File: src/rtl/rv_ahb_rdata_align.sv
// ---------------------------------------------------------------------------
// rv_ahb_rdata_align
//
// Purpose:
//   Tracks the AHB address/data phase pipeline seen by the CPU bus interface.
//   For reads it returns the slave data with only the addressed byte lanes
//   kept, optionally lane-swapped for big-endian. Completed reads and read
//   errors are pulsed and counted.
//
// Ports:
//   cpu_clk          clock, rising edge
//   pad_cpu_rst_b    asynchronous active-low reset
//   biu_htrans       master HTRANS (bit 1 set = NONSEQ/SEQ)
//   biu_hwrite       master HWRITE
//   biu_hsize        master HSIZE (bits [1:0] used)
//   biu_haddr        master HADDR byte-offset bits
//   pad_biu_bigend_b 0 = big-endian lane order, sampled with the address
//   pad_hready       slave HREADY
//   pad_hresp        slave HRESP (bit 0 = ERROR)
//   pad_hrdata       slave read data
//   cnt_clr          synchronous clear of both statistics counters
//   align_hrdata     lane-aligned read data, zero outside the selected field
//   align_hresp      pad_hresp[0] passed through
//   rd_done          read data phase completed OKAY (combinational)
//   rd_err           read completed with ERROR (combinational)
//   dphase_busy      a data phase is outstanding
//   rd_cnt, err_cnt  saturating statistics counters
// ---------------------------------------------------------------------------
module rv_ahb_rdata_align #(
  parameter int DATA_W = 32,
  parameter int CNT_W  = 16
) (
  input  logic                              cpu_clk,
  input  logic                              pad_cpu_rst_b,
  input  logic [1:0]                        biu_htrans,
  input  logic                              biu_hwrite,
  input  logic [2:0]                        biu_hsize,
  input  logic [$clog2(DATA_W/8)-1:0]       biu_haddr,
  input  logic                              pad_biu_bigend_b,
  input  logic                              pad_hready,
  input  logic [1:0]                        pad_hresp,
  input  logic [DATA_W-1:0]                 pad_hrdata,
  input  logic                              cnt_clr,
  output logic [DATA_W-1:0]                 align_hrdata,
  output logic                              align_hresp,
  output logic                              rd_done,
  output logic                              rd_err,
  output logic                              dphase_busy,
  output logic [CNT_W-1:0]                  rd_cnt,
  output logic [CNT_W-1:0]                  err_cnt
);

  localparam int NB = DATA_W / 8;
  localparam int OW = $clog2(NB);

  if (DATA_W != 32 && DATA_W != 64) begin : gBadWidth
    $error("rv_ahb_rdata_align: DATA_W must be 32 or 64");
  end

  typedef enum logic [1:0] {
    IDLE  = 2'd0,
    RD_DP = 2'd1,
    WR_DP = 2'd2,
    ERR2  = 2'd3
  } state_e;

  state_e          state_q, state_d;
  logic            isRead_q, isRead_d;
  logic [1:0]      capSize_q, capSize_d;
  logic [OW-1:0]   capAddr_q, capAddr_d;
  logic            capBigendB_q, capBigendB_d;
  logic [CNT_W-1:0] rdCnt_q, errCnt_q;

  logic            addrAccept;
  state_e          acceptState;

  logic [7:0]      inLane  [NB];
  logic [7:0]      outLane [NB];
  int              fieldBytes;
  int              fieldOfs;
  logic            fieldOk;
  logic [OW-1:0]   srcLane;

  logic            unusedInputs;

  assign unusedInputs = ^{biu_hsize[2], pad_hresp[1]};

  assign addrAccept  = biu_htrans[1] & pad_hready;
  assign acceptState = addrAccept ? (biu_hwrite ? WR_DP : RD_DP) : IDLE;

  // State and captured address-phase attributes. Reset leaves a full-bus,
  // little-endian, offset-0 read context so the datapath is well defined.
  always_ff @(posedge cpu_clk or negedge pad_cpu_rst_b) begin
    if (!pad_cpu_rst_b) begin
      state_q      <= IDLE;
      isRead_q     <= 1'b0;
      capSize_q    <= 2'(OW);
      capAddr_q    <= '0;
      capBigendB_q <= 1'b1;
    end else begin
      state_q      <= state_d;
      isRead_q     <= isRead_d;
      capSize_q    <= capSize_d;
      capAddr_q    <= capAddr_d;
      capBigendB_q <= capBigendB_d;
    end
  end

  // Next-state logic. HREADY high ends the current data phase and, if an
  // address phase is accepted on the same edge, starts the next one with no
  // bubble. The first cycle of a two-cycle ERROR response parks in ERR2; the
  // read/write flag is untouched there because no address can be accepted
  // while HREADY is low.
  always_comb begin
    state_d      = state_q;
    isRead_d     = isRead_q;
    capSize_d    = capSize_q;
    capAddr_d    = capAddr_q;
    capBigendB_d = capBigendB_q;

    if (addrAccept) begin
      isRead_d = ~biu_hwrite;
      if (!biu_hwrite) begin
        capSize_d    = biu_hsize[1:0];
        capAddr_d    = biu_haddr;
        capBigendB_d = pad_biu_bigend_b;
      end
    end

    if (pad_hready) begin
      state_d = acceptState;
    end else if ((state_q == RD_DP || state_q == WR_DP) && pad_hresp[0]) begin
      state_d = ERR2;
    end
  end

  assign rd_done     = (state_q == RD_DP) & pad_hready & ~pad_hresp[0];
  assign rd_err      = (state_q == ERR2) & isRead_q & pad_hready;
  assign dphase_busy = (state_q != IDLE);
  assign align_hresp = pad_hresp[0];

  for (genvar g = 0; g < NB; g++) begin : gLanes
    assign inLane[g]                = pad_hrdata[8*g +: 8];
    assign align_hrdata[8*g +: 8]   = outLane[g];
  end

  // Lane selection. The field keeps its own lanes; big-endian mirrors the
  // source within the bus so destination lane addr+k reads lane
  // NB-bytes-addr+k. Data is only driven on the completing read cycle, and
  // misaligned or oversized fields return zero.
  always_comb begin
    fieldBytes = 1 << capSize_q;
    fieldOfs   = int'(capAddr_q);
    fieldOk    = (fieldBytes <= NB) && ((fieldOfs & (fieldBytes - 1)) == 0);
    srcLane    = '0;
    for (int j = 0; j < NB; j++) begin
      outLane[j] = 8'h00;
    end
    if (state_q == RD_DP && pad_hready && fieldOk) begin
      for (int j = 0; j < NB; j++) begin
        if (j >= fieldOfs && j < fieldOfs + fieldBytes) begin
          if (capBigendB_q) begin
            srcLane = OW'(j);
          end else begin
            srcLane = OW'(NB - fieldBytes - fieldOfs + (j - fieldOfs));
          end
          outLane[j] = inLane[srcLane];
        end
      end
    end
  end

  // Saturating statistics counters; clear wins over a coincident increment.
  always_ff @(posedge cpu_clk or negedge pad_cpu_rst_b) begin
    if (!pad_cpu_rst_b) begin
      rdCnt_q  <= '0;
      errCnt_q <= '0;
    end else if (cnt_clr) begin
      rdCnt_q  <= '0;
      errCnt_q <= '0;
    end else begin
      if (rd_done && rdCnt_q != '1) begin
        rdCnt_q <= rdCnt_q + 1'b1;
      end
      if (rd_err && errCnt_q != '1) begin
        errCnt_q <= errCnt_q + 1'b1;
      end
    end
  end

  assign rd_cnt  = rdCnt_q;
  assign err_cnt = errCnt_q;

endmodule

File: config.mk
export PLATFORM = sky130hd
export DESIGN_NAME = rv_ahb_rdata_align
export DESIGN_NICKNAME = d
export VERILOG_FILES = /design/src/rtl/rv_ahb_rdata_align.sv
export SDC_FILE = /design/constraint.sdc
export NUM_CORES = 1
export LEC_CHECK = 0
export BUFFER_PORTS_ARGS = -buffer_cell sky130_fd_sc_hd__buf_2
export CORE_MARGIN = 5
export CORE_UTILIZATION = 55
export CTS_BUF_LIST = sky130_fd_sc_hd__clkbuf_16
export DETAILED_ROUTE_END_ITERATION = 12
export MAX_ROUTING_LAYER = met4
export PLACE_DENSITY = 0.85
export SYNTH_ARGS = -nofsm -noshare
export SYNTH_HDL_FRONTEND = slang
export SYNTH_SLANG_ARGS = --single-unit
export TNS_END_PERCENT = 5
File: constraint.sdc
create_clock -name cpu_clk -period 6 [get_ports cpu_clk]
set_clock_uncertainty 0.2 [all_clocks]
set_input_delay 0 -clock cpu_clk [delete_from_list [all_inputs] [get_ports cpu_clk]]
set_output_delay 0 -clock cpu_clk [all_outputs]
set_load 0.02 [all_outputs]
# Yosys cells after proc, flatten, opt, wreduce, memory -nomap -nowiden
# Cells that the tools add are included.
# W data, S select, Z words.
word_totals:
  wordCells: 104
  reg_bits: 40
  inputBits: 47
  output_inout_bits: 68
classes:
  eq_ne: 5
  n_mux: 37
  n_shift: 1
  bitwise_logic: 12
  order_cmp: 12
  reduce_logical: 16
  n_addsub: 14
ops:
  columns: ["operator", "n"]
  rows:
  - ["$mux W8", 12]
  - ["$bmux W8 S2", 4]
  - ["$lt A3 B32 Y1 const A", 2]
  - ["$mux W16", 4]
  - ["$add A16 B1 Y16 const B", 2]
  - ["$add A3 B32 Y32", 1]
  - ["$and A3 B32 Y32", 1]
  - ["$le A32 B4 Y1 const B", 1]
  - ["$logic_not A32 Y1", 1]
  - ["$lt A1 B32 Y1 const A", 1]
  - ["$lt A2 B32 Y1 const A", 1]
  - ["$mux W2", 16]
  - ["$mux W32", 1]
  - ["$ne A16 B16 Y1 const B", 2]
  - ["$shl A1 B2 Y32 const A", 1]
  - ["$sub A32 B2 Y32 const B", 1]
  - ["$ge A3 B3 Y1 const B", 4]
  - ["$not A2 Y3", 4]
  - ["$logic_and A1 B1 Y1", 9]
  - ["$add A2 B2 Y2", 4]
  - ["$reduce_bool A2 Y1", 4]
  - ["$sub A1 B2 Y2 const A", 3]
  - ["$and A1 B1 Y1", 5]
  - ["$eq A2 B2 Y1 const B", 2]
  - ["other kinds (8)", 11]

# Longest topological paths before layout
# Gate-level depths: netlist (run 1).
depth:
  depth_word: 13
  ltp_mapped: 10
  depth_no_buf: 8

# Worst setup path before layout (run 1)
# OpenSTA, ideal clock, no wires.
synth_path:
  path_kind: "flip-flop to output port"
  startpoint: "reg capSize_q[0]"
  endpoint: "out align_hrdata[10]"
  t_arrival_ns: 2.306
  path_buffers: 1
  slack_ns: 3.494
  t_required_ns: 5.800
  path_stages_with_launch: 10
  path_cell_list: "dfrtp_1 -> nor2_1 -> inv_1 -> ha_1 -> xnor3_2 -> xnor2_2 -> nor2_4 -> buf_6 -> mux2_4 -> nor2_1"
synth_between:
  elab_chain_len: 13
  elab_cells_between_ends: 22
  cone_classes: "5 x add/sub; 2 x order compare; 1 x shift; 8 x mux; 2 x bitwise; 4 x reduce/logical"
synth_rtl:
  columns: ["item", "line", "source"]
  rows:
  - ["from (decl)", "69", "logic [1:0] capSize_q, capSize_d;"]
  - ["from (signal assigned)", "97", "capSize_q <= 2'(OW);"]
  - ["from (signal assigned)", "103", "capSize_q <= capSize_d;"]
  - ["$shl A1 B2 Y32 (*)", "152", "fieldBytes = 1 << capSize_q;"]
  - ["parallel branches: the longest is 11 deep, another holds $add A3 B32 Y32", null, null]
  - ["$mux W32 (*)", "159", "if (state_q == RD_DP && pad_hready && fieldOk) begin"]
  - ["to (decl)", "44", "output logic [DATA_W-1:0] align_hrdata,"]
# Mark *: on every way between the ends. The select of a mux whose other input is x is not followed.

# Worst setup path in the final report (run 1)
layout_path:
  startpoint: "reg capSize_q[1]"
  endpoint: "out align_hrdata[24]"
layout_between:
  elab_chain_len: 13
  elab_cells_between_ends: 21
  cone_classes: "5 x add/sub; 2 x order compare; 1 x shift; 8 x mux; 2 x bitwise; 3 x reduce/logical"
layout_rtl:
  columns: ["item", "line"]
  rows:
  - ["$shl A1 B2 Y32 (*)", "152"]
  - ["parallel branches: the longest is 11 deep, another holds $add A3 B32 Y32", null]
  - ["$mux W32 (*)", "159"]
# Marks and branches as above.

==> results of run 1 <==
-- cell usage in the layout, fill, tap and decap left out, types with 2 or more instances in the layout --
| cell | n |
|---|---|
| buf_2 | 111 |
| nor2_1 | 49 |
| nand2_1 | 45 |
| dfrtp_1 | 38 |
| mux2i_1 | 33 |
| xor2_1 | 24 |
| and3_1 | 19 |
| nand4_1 | 12 |
| dlygate4sd3_1 | 12 |
| mux2_1 | 11 |
| mux2_4 | 10 |
| nand3_1 | 10 |
| ha_1 | 10 |
| a21oi_1 | 9 |
| inv_1 | 6 |
| o21ai_0 | 6 |
| nor3_1 | 5 |
| o21ai_1 | 5 |
| and2_1 | 5 |
| clkbuf_16 | 5 |
| or3_1 | 4 |
| nor2b_1 | 3 |
| nand4b_1 | 3 |
| and4_1 | 3 |
| nor4_1 | 3 |
| nor2_4 | 2 |
| nor2_2 | 2 |
| inv_2 | 2 |
| nand4_2 | 2 |
| o21ai_4 | 2 |
| or2_1 | 2 |
| o211ai_1 | 2 |
| xnor2_1 | 2 |
| dfstp_2 | 2 |
-- worst max-delay path: cells and delay by family (launching register included) --
family,cells,cell delay (ns)
and+or+nand+nor,3,1.05
muxes,2,0.60
DFF,1,0.57
adders and majority gates,1,0.31
xor gates and xnor gates,1,0.20
buffers and inverters,1,0.18
-- stage by stage --
step | hold slack (ns) | setup slack [ns] | cells | instance area, um2 | util (%)
final | 0.0145 | 2.61 | 553 | 4090 | 70.3
after global routing | 0.0350 | 2.43 | 553 | 4090 | 70.3
after CTS | 0.00910 | 2.63 | 553 | 4090 | 70.3
after detailed placement | -0.0383 | 2.92 | 533 | 3800 | 65.4
after global placement | -0.0404 | 3.03 | 533 | 3800 | 65.4
after floorplan | -0.496 | 3.49 | 363 | 3240 | -
-- logic make-up (layout without fill, tap and decap cells) --
family                   count (synthesis)  count (layout)  synth area share [%]
adder cells (fa/ha/maj)                 11              11                  4.48
multiplexers                            54              54                  18.6
XOR/XNOR                                28              28                  8.26
AND/OR/NAND/NOR                        173             173                  26.8
AO/OA/AOI/OAI                           33              33                  7.07
flip-flops                              40              40                  31.0
buffers and inverters                   24             139                  3.82
-- power groups by stage --
stage | Combinational, uW | Clock (uW) | Sequential [uW]
finish | 490 | 298 | 298
floorplan | 411 | 0 | 299
detailed placement | 480 | 0 | 302
CTS | 489 | 305 | 297
global placement | 459 | 0 | 301
global route | 533 | 318 | 300
-- worst max-delay path by stage --
stage                 startpoint          endpoint  depth (start not counted)  slack, ns
finish              capSize_q[1]  align_hrdata[24]                          8       2.61
global route        capSize_q[1]   align_hrdata[2]                          8       2.43
CTS                 capSize_q[1]  align_hrdata[24]                          8       2.63
detailed placement  capSize_q[1]  align_hrdata[24]                          8       2.92
global placement    capSize_q[1]  align_hrdata[26]                          8       3.03
floorplan           capSize_q[0]  align_hrdata[10]                          9       3.49
-- state kept, by name, summed over array words and instances (netlist names) --
register	flops
rd_cnt	16
state_q	2
capAddr_q	2
err_cnt	16
capSize_q	2
capBigendB_q	1
isRead_q	1
-- routing by layer --
metal,vias up,wire length (um),track usage (%)
met1,1484,3570,28.5
met2,104,4430,42.4
met3,10,550,4.09
li1,1500,-,-
met5,-,0,-
met4,0,82,6.80
-- layout make-up --
class | count | area (um2) | share of cell area, %
Timing Repair Buffer | 123 | 676 | 16.5
Sequential cell | 40 | 1000 | 24.5
Clock inverter | 3 | 42.5 | 1.04
Clock buffer | 5 | 125 | 3.06
Inverter | 8 | 30.0 | 0.734
Multi-Input combinational cell | 299 | 2120 | 51.8
Tap cell | 75 | 93.8 | 2.29
-- what timing repair did --
action / CTS / global route
hold buffers: 12 / 0
resized for setup: 0 / 0
hold endpoints to repair: 46 / 0
setup endpoints to repair: 0 / 0
==> flow_summary_export.csv, run 1 <==
group,metric,value,unit
outcome,status,"complete, no violations",
global_routing,overflow,0,
critical_path,path_class,"register to primary output",
floorplanning,dieHeight,86.8,um
global_routing,grt_pass1_vias,3099,
synthesis,yosys-top-cells-count,"nor2_1 (49), nand2_1 (45), dfrtp_1 (38), mux2i_1 (33), xor2_1 (24)",
finish,n_fill_cell,467,
finish,area_growth,26.2,%
critical_path,worstPathArrival,3.19,ns
pwr,p_leak,0.00211,uW
sta,period_share,56.5,%
pwr,p_sw,378,uW
clock_tree,clk_path_buf_depth,2,
sta,min_period,3.39,ns
synthesis,yosysSeqAreaShare,31.0,%
floorplanning,core,5820,um2
sta,max_freq,295,MHz
pwr,power_frac_comb,45.1,%
global_routing,grt_max_degree,41,
finish,antenna_cells,0,
floorplanning,initial_core_util,55.7,%
sta,tightest_slew,1.10,ns
finish,drive_above_1_share,30.3,%
clock_tree,cts.sinks,40,
floorplanning,dieWidth,86.8,um
critical_path,max_stage_delay,0.85,ns
synthesis,synth_edf_count,0,
pwr,max-vdd-ir-drop,0.188,mV
clock_tree,root_buffer,"clkbuf_16",
critical_path,ff2ff_path_depth,6,
min_path,min_to,"err_cnt[3]",
critical_path,path_cells,"nor2_1, ha_1, xor2_1, nor2_4, mux2i_1, mux2_1, nor2_1, buf_2",
sta,finalSetupTns,0,ns
detailed_routing,avgRoutedWirePerCell,15.6,um
detailed_routing,drc,0,
sta,slew_violations,0,
clock_tree,cts_tree,"built",
critical_path,crit_top_cell,"nor2_1",
sta,hold_viol,0,
detailed_routing,via_per_inst,5.60,
critical_path,r2r_start,"err_cnt[0]",
synthesis,yosys.area.top_type,"dfrtp_1",
critical_path,cp_max_fo,32,
floorplanning,ios,115,
clock_tree,insertion_delay,0.28,ns
synthesis,post-synth-top-count-cell,"nor2_1",
detailed_routing,drt_iter0_drc,90,
finish,finalNetCount,535,
min_path,worstHoldPathCells,2,
floorplanning,die_area,7530,um2
min_path,hold_path_class,"input port to register",
synthesis,synth_top_cell_area_share,29.3,%
synthesis,syn_nets,421,
pwr,pwr_density_cell,265,nW/um2
place,globalplace.congestion,0.844,
synthesis,syn_inst,363,
pwr,clkPwrFrac,27.4,%
clock_tree,path_clk_slew,0.06,ns
min_path,holdCritStartpoint,"cnt_clr",
sta,max_slew_margin,26.4,%
global_routing,antenna_found_initial,0,
synthesis,synth_ff_type,"dfrtp_1",
detailed_routing,vias,3098,
sta,rsz0062_at_grt,"no",
floorplanning,rows,28,
critical_path,crit_required,5.80,ns
clock_tree,cts_buffers,5,
critical_path,end_kind,"primary output",
critical_path,slowest_stage,"nor2_4",
sta,setup_viol,0,
synthesis,syn_area,3240,um2
critical_path,start_kind,"register",
synthesis,synthArstFlopShare,100,%
clock_tree,cts_max_level,2,
pwr,total_power,1090,uW
synthesis,yosysWarnings,0,
critical_path,timing.rr.end,"err_cnt[4]",
global_routing,grt_pass1_wl,14300,um
global_routing,grt_usage,24.2,%
pwr,share_seq_of_total_power,27.4,%
synthesis,avgSynthCellArea,8.93,um2
synthesis,synth-seq-cells,40,
pwr,p_int,707,uW
run,maxCapViolations,0,
place,portBuffers,111,
place,place.detailed.hpwl,6480,um
synthesis,synth_area_leaders,"dfrtp_1 (29%), mux2i_1 (10%), xor2_1 (6.5%)",
detailed_routing,dr.pass1.iters,4,
critical_path,rrSetupSlack,3.62,ns
pwr,p_sw_share,34.8,%
synthesis,synth_cell_types,51,
clock_tree,post_cts_buffers,0,
detailed_routing,ant_nets,0,
detailed_routing,wl,8640,um
Note: power is estimated with default switching activity, not from simulation.
==> run 2: changes to the inputs <==
--- a/config.mk
+++ b/config.mk
@@ -5,13 +5,14 @@
 export SDC_FILE = /design/constraint.sdc
 export NUM_CORES = 1
 export LEC_CHECK = 0
+export ABC_AREA = 1
 export BUFFER_PORTS_ARGS = -buffer_cell sky130_fd_sc_hd__buf_2
 export CORE_MARGIN = 5
-export CORE_UTILIZATION = 55
+export CORE_UTILIZATION = 48
 export CTS_BUF_LIST = sky130_fd_sc_hd__clkbuf_16
 export DETAILED_ROUTE_END_ITERATION = 12
 export MAX_ROUTING_LAYER = met4
-export PLACE_DENSITY = 0.85
+export PLACE_DENSITY = 0.76
 export SYNTH_ARGS = -nofsm -noshare
 export SYNTH_HDL_FRONTEND = slang
 export SYNTH_SLANG_ARGS = --single-unit
==> constraint.sdc (replaced) <==
create_clock -name cpu_clk -period 2.7 [get_ports cpu_clk]
set_clock_uncertainty 0.2 [all_clocks]
set_input_delay 0 -clock cpu_clk [delete_from_list [all_inputs] [get_ports cpu_clk]]
set_output_delay 0 -clock cpu_clk [all_outputs]
set_load 0.02 [all_outputs]
==> run 2 against run 1 <==
Against the previous run: the run now ends with negative setup slack left; utilization decreased by 3.3 points; largest cell class unchanged; synthesized cell count rose by 91%; final cell count up 68%; count of clock-buffer cells in the layout unchanged; sequential cell count stayed put; synthesized area rose by 22%; hold slack better by 0.010 ns; via count up 60%; critical path depth grew 5; design area grew 33%; register-to-register slack worse by 3.1 ns; largest power group unchanged.
==> flow_summary_export.csv, run 2 <==
group,metric,value,unit
outcome,status,"finished, violations left",
outcome,failed_checks,"negative setup slack",
finish,multi_input_area,2670,um2
synthesis,yosysSeqAreaShare,25.4,%
pwr,max-vdd-ir-drop,0.312,mV
synthesis,synthArstFlopShare,100,%
sta,hold_viol,0,
floorplanning,dieHeight,101,um
clock_tree,cts_max_level,2,
place,dpl_cell_area,4600,um2
critical_path,slowest_stage,"dfstp_2",
finish,mostFrequentLayoutCells,"nand2_1 (258), nor2_1 (95), buf_2 (86)",
critical_path,start_kind,"register",
detailed_routing,via_per_inst,5.34,
floorplanning,core,8130,um2
synthesis,synth-seq-cells,40,
finish,n_fill_cell,708,
clock_tree,clk_path_buf_depth,2,
finish,drive_above_1_share,23.2,%
pwr,p_leak,0.00305,uW
critical_path,cp_top_family,"buffers and inverters",
synthesis,synth_cell_types,30,
finish,area_growth,38.0,%
floorplanning,ios,115,
clock_tree,cts_buffers,5,
synthesis,synth_ff_type,"dfrtp_1",
critical_path,max_stage_delay,0.60,ns
sta,period_share,100,%
sta,slew_violations,0,
global_routing,grt_pass1_vias,4316,
synthesis,yosys.area.top_type,"nand2_1",
global_routing,grt_max_degree,50,
pwr,share_seq_of_total_power,26.3,%
synthesis,yosysWarnings,0,
critical_path,worstPathArrival,2.50,ns
finish,design_area,5450,um2
detailed_routing,wl,12900,um
critical_path,path_cells,"nor2_4, ha_4, clkinv_4, a21oi_4, buf_12, o21ai_4, buf_4, buf_4, o21ai_2, nand2_1, nand2_1, nor2_1, buf_4",
critical_path,end_kind,"primary output",
floorplanning,dieWidth,101,um
place,portBuffers,111,
synthesis,synth_area_leaders,"nand2_1 (25%), dfrtp_1 (24%), nor2_1 (9.9%)",
floorplanning,initial_core_util,48.6,%
sta,min_period,2.70,ns
synthesis,synth_edf_count,0,
run,maxCapViolations,0,
critical_path,path_class,"register to primary output",
pwr,clkPwrFrac,27.0,%
sta,setup_viol,1,
place,globalplace.congestion,0.910,
global_routing,overflow,0,
finish,fin_util,67.0,%
critical_path,crit_top_cell,"buf_4",
pwr,pwr_density_cell,455,nW/um2
sta,max_slew_margin,31.2,%
clock_tree,insertion_delay,0.29,ns
floorplanning,rows,33,
detailed_routing,drc,0,
detailed_routing,ant_nets,0,
finish,finalNetCount,881,
critical_path,cp_max_fo,6,
finish,final_common_cell,"nand2_1",
sta,setup_slack,-0.00315,ns
detailed_routing,dr.pass1.iters,5,
finish,seqCellArea,1000,um2
sta,rsz0062_at_grt,"yes",
pwr,power_frac_comb,46.6,%
synthesis,avgSynthCellArea,5.71,um2
pwr,p_sw,914,uW
synthesis,syn_inst,692,
critical_path,crit_required,2.50,ns
synthesis,yosys-top-cells-count,"nand2_1 (258), nor2_1 (104), inv_1 (76), o21ai_0 (67), dfrtp_1 (38)",
finish,antenna_cells,0,
pwr,p_int,1570,uW
min_path,hold_path_class,"input port to register",
detailed_routing,vias,4957,
clock_tree,cts.sinks,40,
global_routing,grt_usage,22.7,%
clock_tree,cts_tree,"built",
floorplanning,die_area,10100,um2
detailed_routing,drt_iter0_drc,248,
pwr,p_sw_share,36.9,%
global_routing,antenna_found_initial,0,
place,place.detailed.hpwl,8250,um
synthesis,syn_area,3950,um2
clock_tree,root_buffer,"clkbuf_16",
clock_tree,path_clk_slew,0.05,ns
sta,tightest_slew,1.03,ns
detailed_routing,avgRoutedWirePerCell,13.9,um
critical_path,worstPathBufferInverterCount,5,
sta,max_freq,370,MHz
sta,holdWs,0.0248,ns
global_routing,grt_pass1_wl,18600,um
synthesis,post-synth-top-count-cell,"nand2_1",
synthesis,synth_top_cell_area_share,24.5,%
synthesis,syn_nets,750,
-- run 2: changes by cell type after synthesis, sizes merged, moves of 21 or more --
| cell | previous run | this run |
|---|---|---|
| nand2 | 45 | 259 |
| inv | 8 | 76 |
| nor2 | 53 | 117 |
| o21ai | 13 | 69 |
| xor2 | 24 | 2 |
| mux2i | 33 | 0 |
| nand3 | 10 | 31 |
-- run 2: routing by layer --
metal,up-vias,track usage (%),share of wire (%)
li1,2448,-,-
met3,29,2.49,7.6
met4,0,9.43,2.4
met2,231,39.1,50
met5,-,-,0
met1,2249,26.9,40
-- run 2: timing repair --
item,4_1_cts,5_1_grt
cloned,1,12
setup buffers,0,7
endpoints found under the setup margin,27,32
resized for setup,7,75
hold buffers,11,0
endpoints found under the hold margin,76,0
pin swaps,1,11
-- run 2: stage by stage --
stage	power [uW]	setup slack (ns)	cells	TNS [ns]
6_report	2480	-0.00315	929	-0.00315
5_1_grt	2640	-0.0792	929	-0.709
4_1_cts	2110	-0.00106	910	-0.00106
3_5_place_dp	1400	0.149	890	0
3_3_place_gp	1370	0.205	890	0
2_1_floorplan	1200	0.336	692	0
-- run 2: path summary, 6_finish.rpt --
kind	start	end	slack (ns)	cells past startpoint
hold reg to reg	isRead_q	isRead_q	0.29	2
setup reg to reg	err_cnt[0]	err_cnt[3]	0.49	9
setup / recovery	capSize_q[1]	align_hrdata[24]	-0.003	13
hold / removal	biu_hwrite	capBigendB_q	0.02	4
min in group asynchronous	pad_cpu_rst_b	rd_cnt[13]	0.18	2
max in group asynchronous	pad_cpu_rst_b	capAddr_q[1]	1.55	2
-- run 2: power by group through the flow --
stage          Combinational, uW  Clock (uW)  Sequential [uW]
2_1_floorplan                549           0              656
3_3_place_gp                 712           0              655
3_5_place_dp                 740           0              657
4_1_cts                      777         685              647
5_1_grt                     1270         710              656
6_report                    1160         670              653
-- run 2: worst reg2reg max path: cells and delay by family (launching register included) --
family / cells / cell delay (ns)
adders and majority gates: 1 / 0.23
DFF: 1 / 0.42
and+or+nand+nor: 8 / 1.23
-- run 2: logic make-up after synthesis --
logic type / synth area share [%]
adders and majority gates: 3.67
and+or+nand+nor: 47.4
buffers and inverters: 11.1
xor gates and xnor gates: 1.33
DFF: 25.4
muxes: 0.285
AOI/OAI and AO/OA: 10.8
-- run 2: layout make-up --
class	count	share of cell area [%]
clock buffer	5	2.30
multi-input combinational	550	49.0
sequential	40	18.4
timing repair buffer	150	21.8
tap	105	2.41
clock inverter	3	0.780
inverter	76	5.32
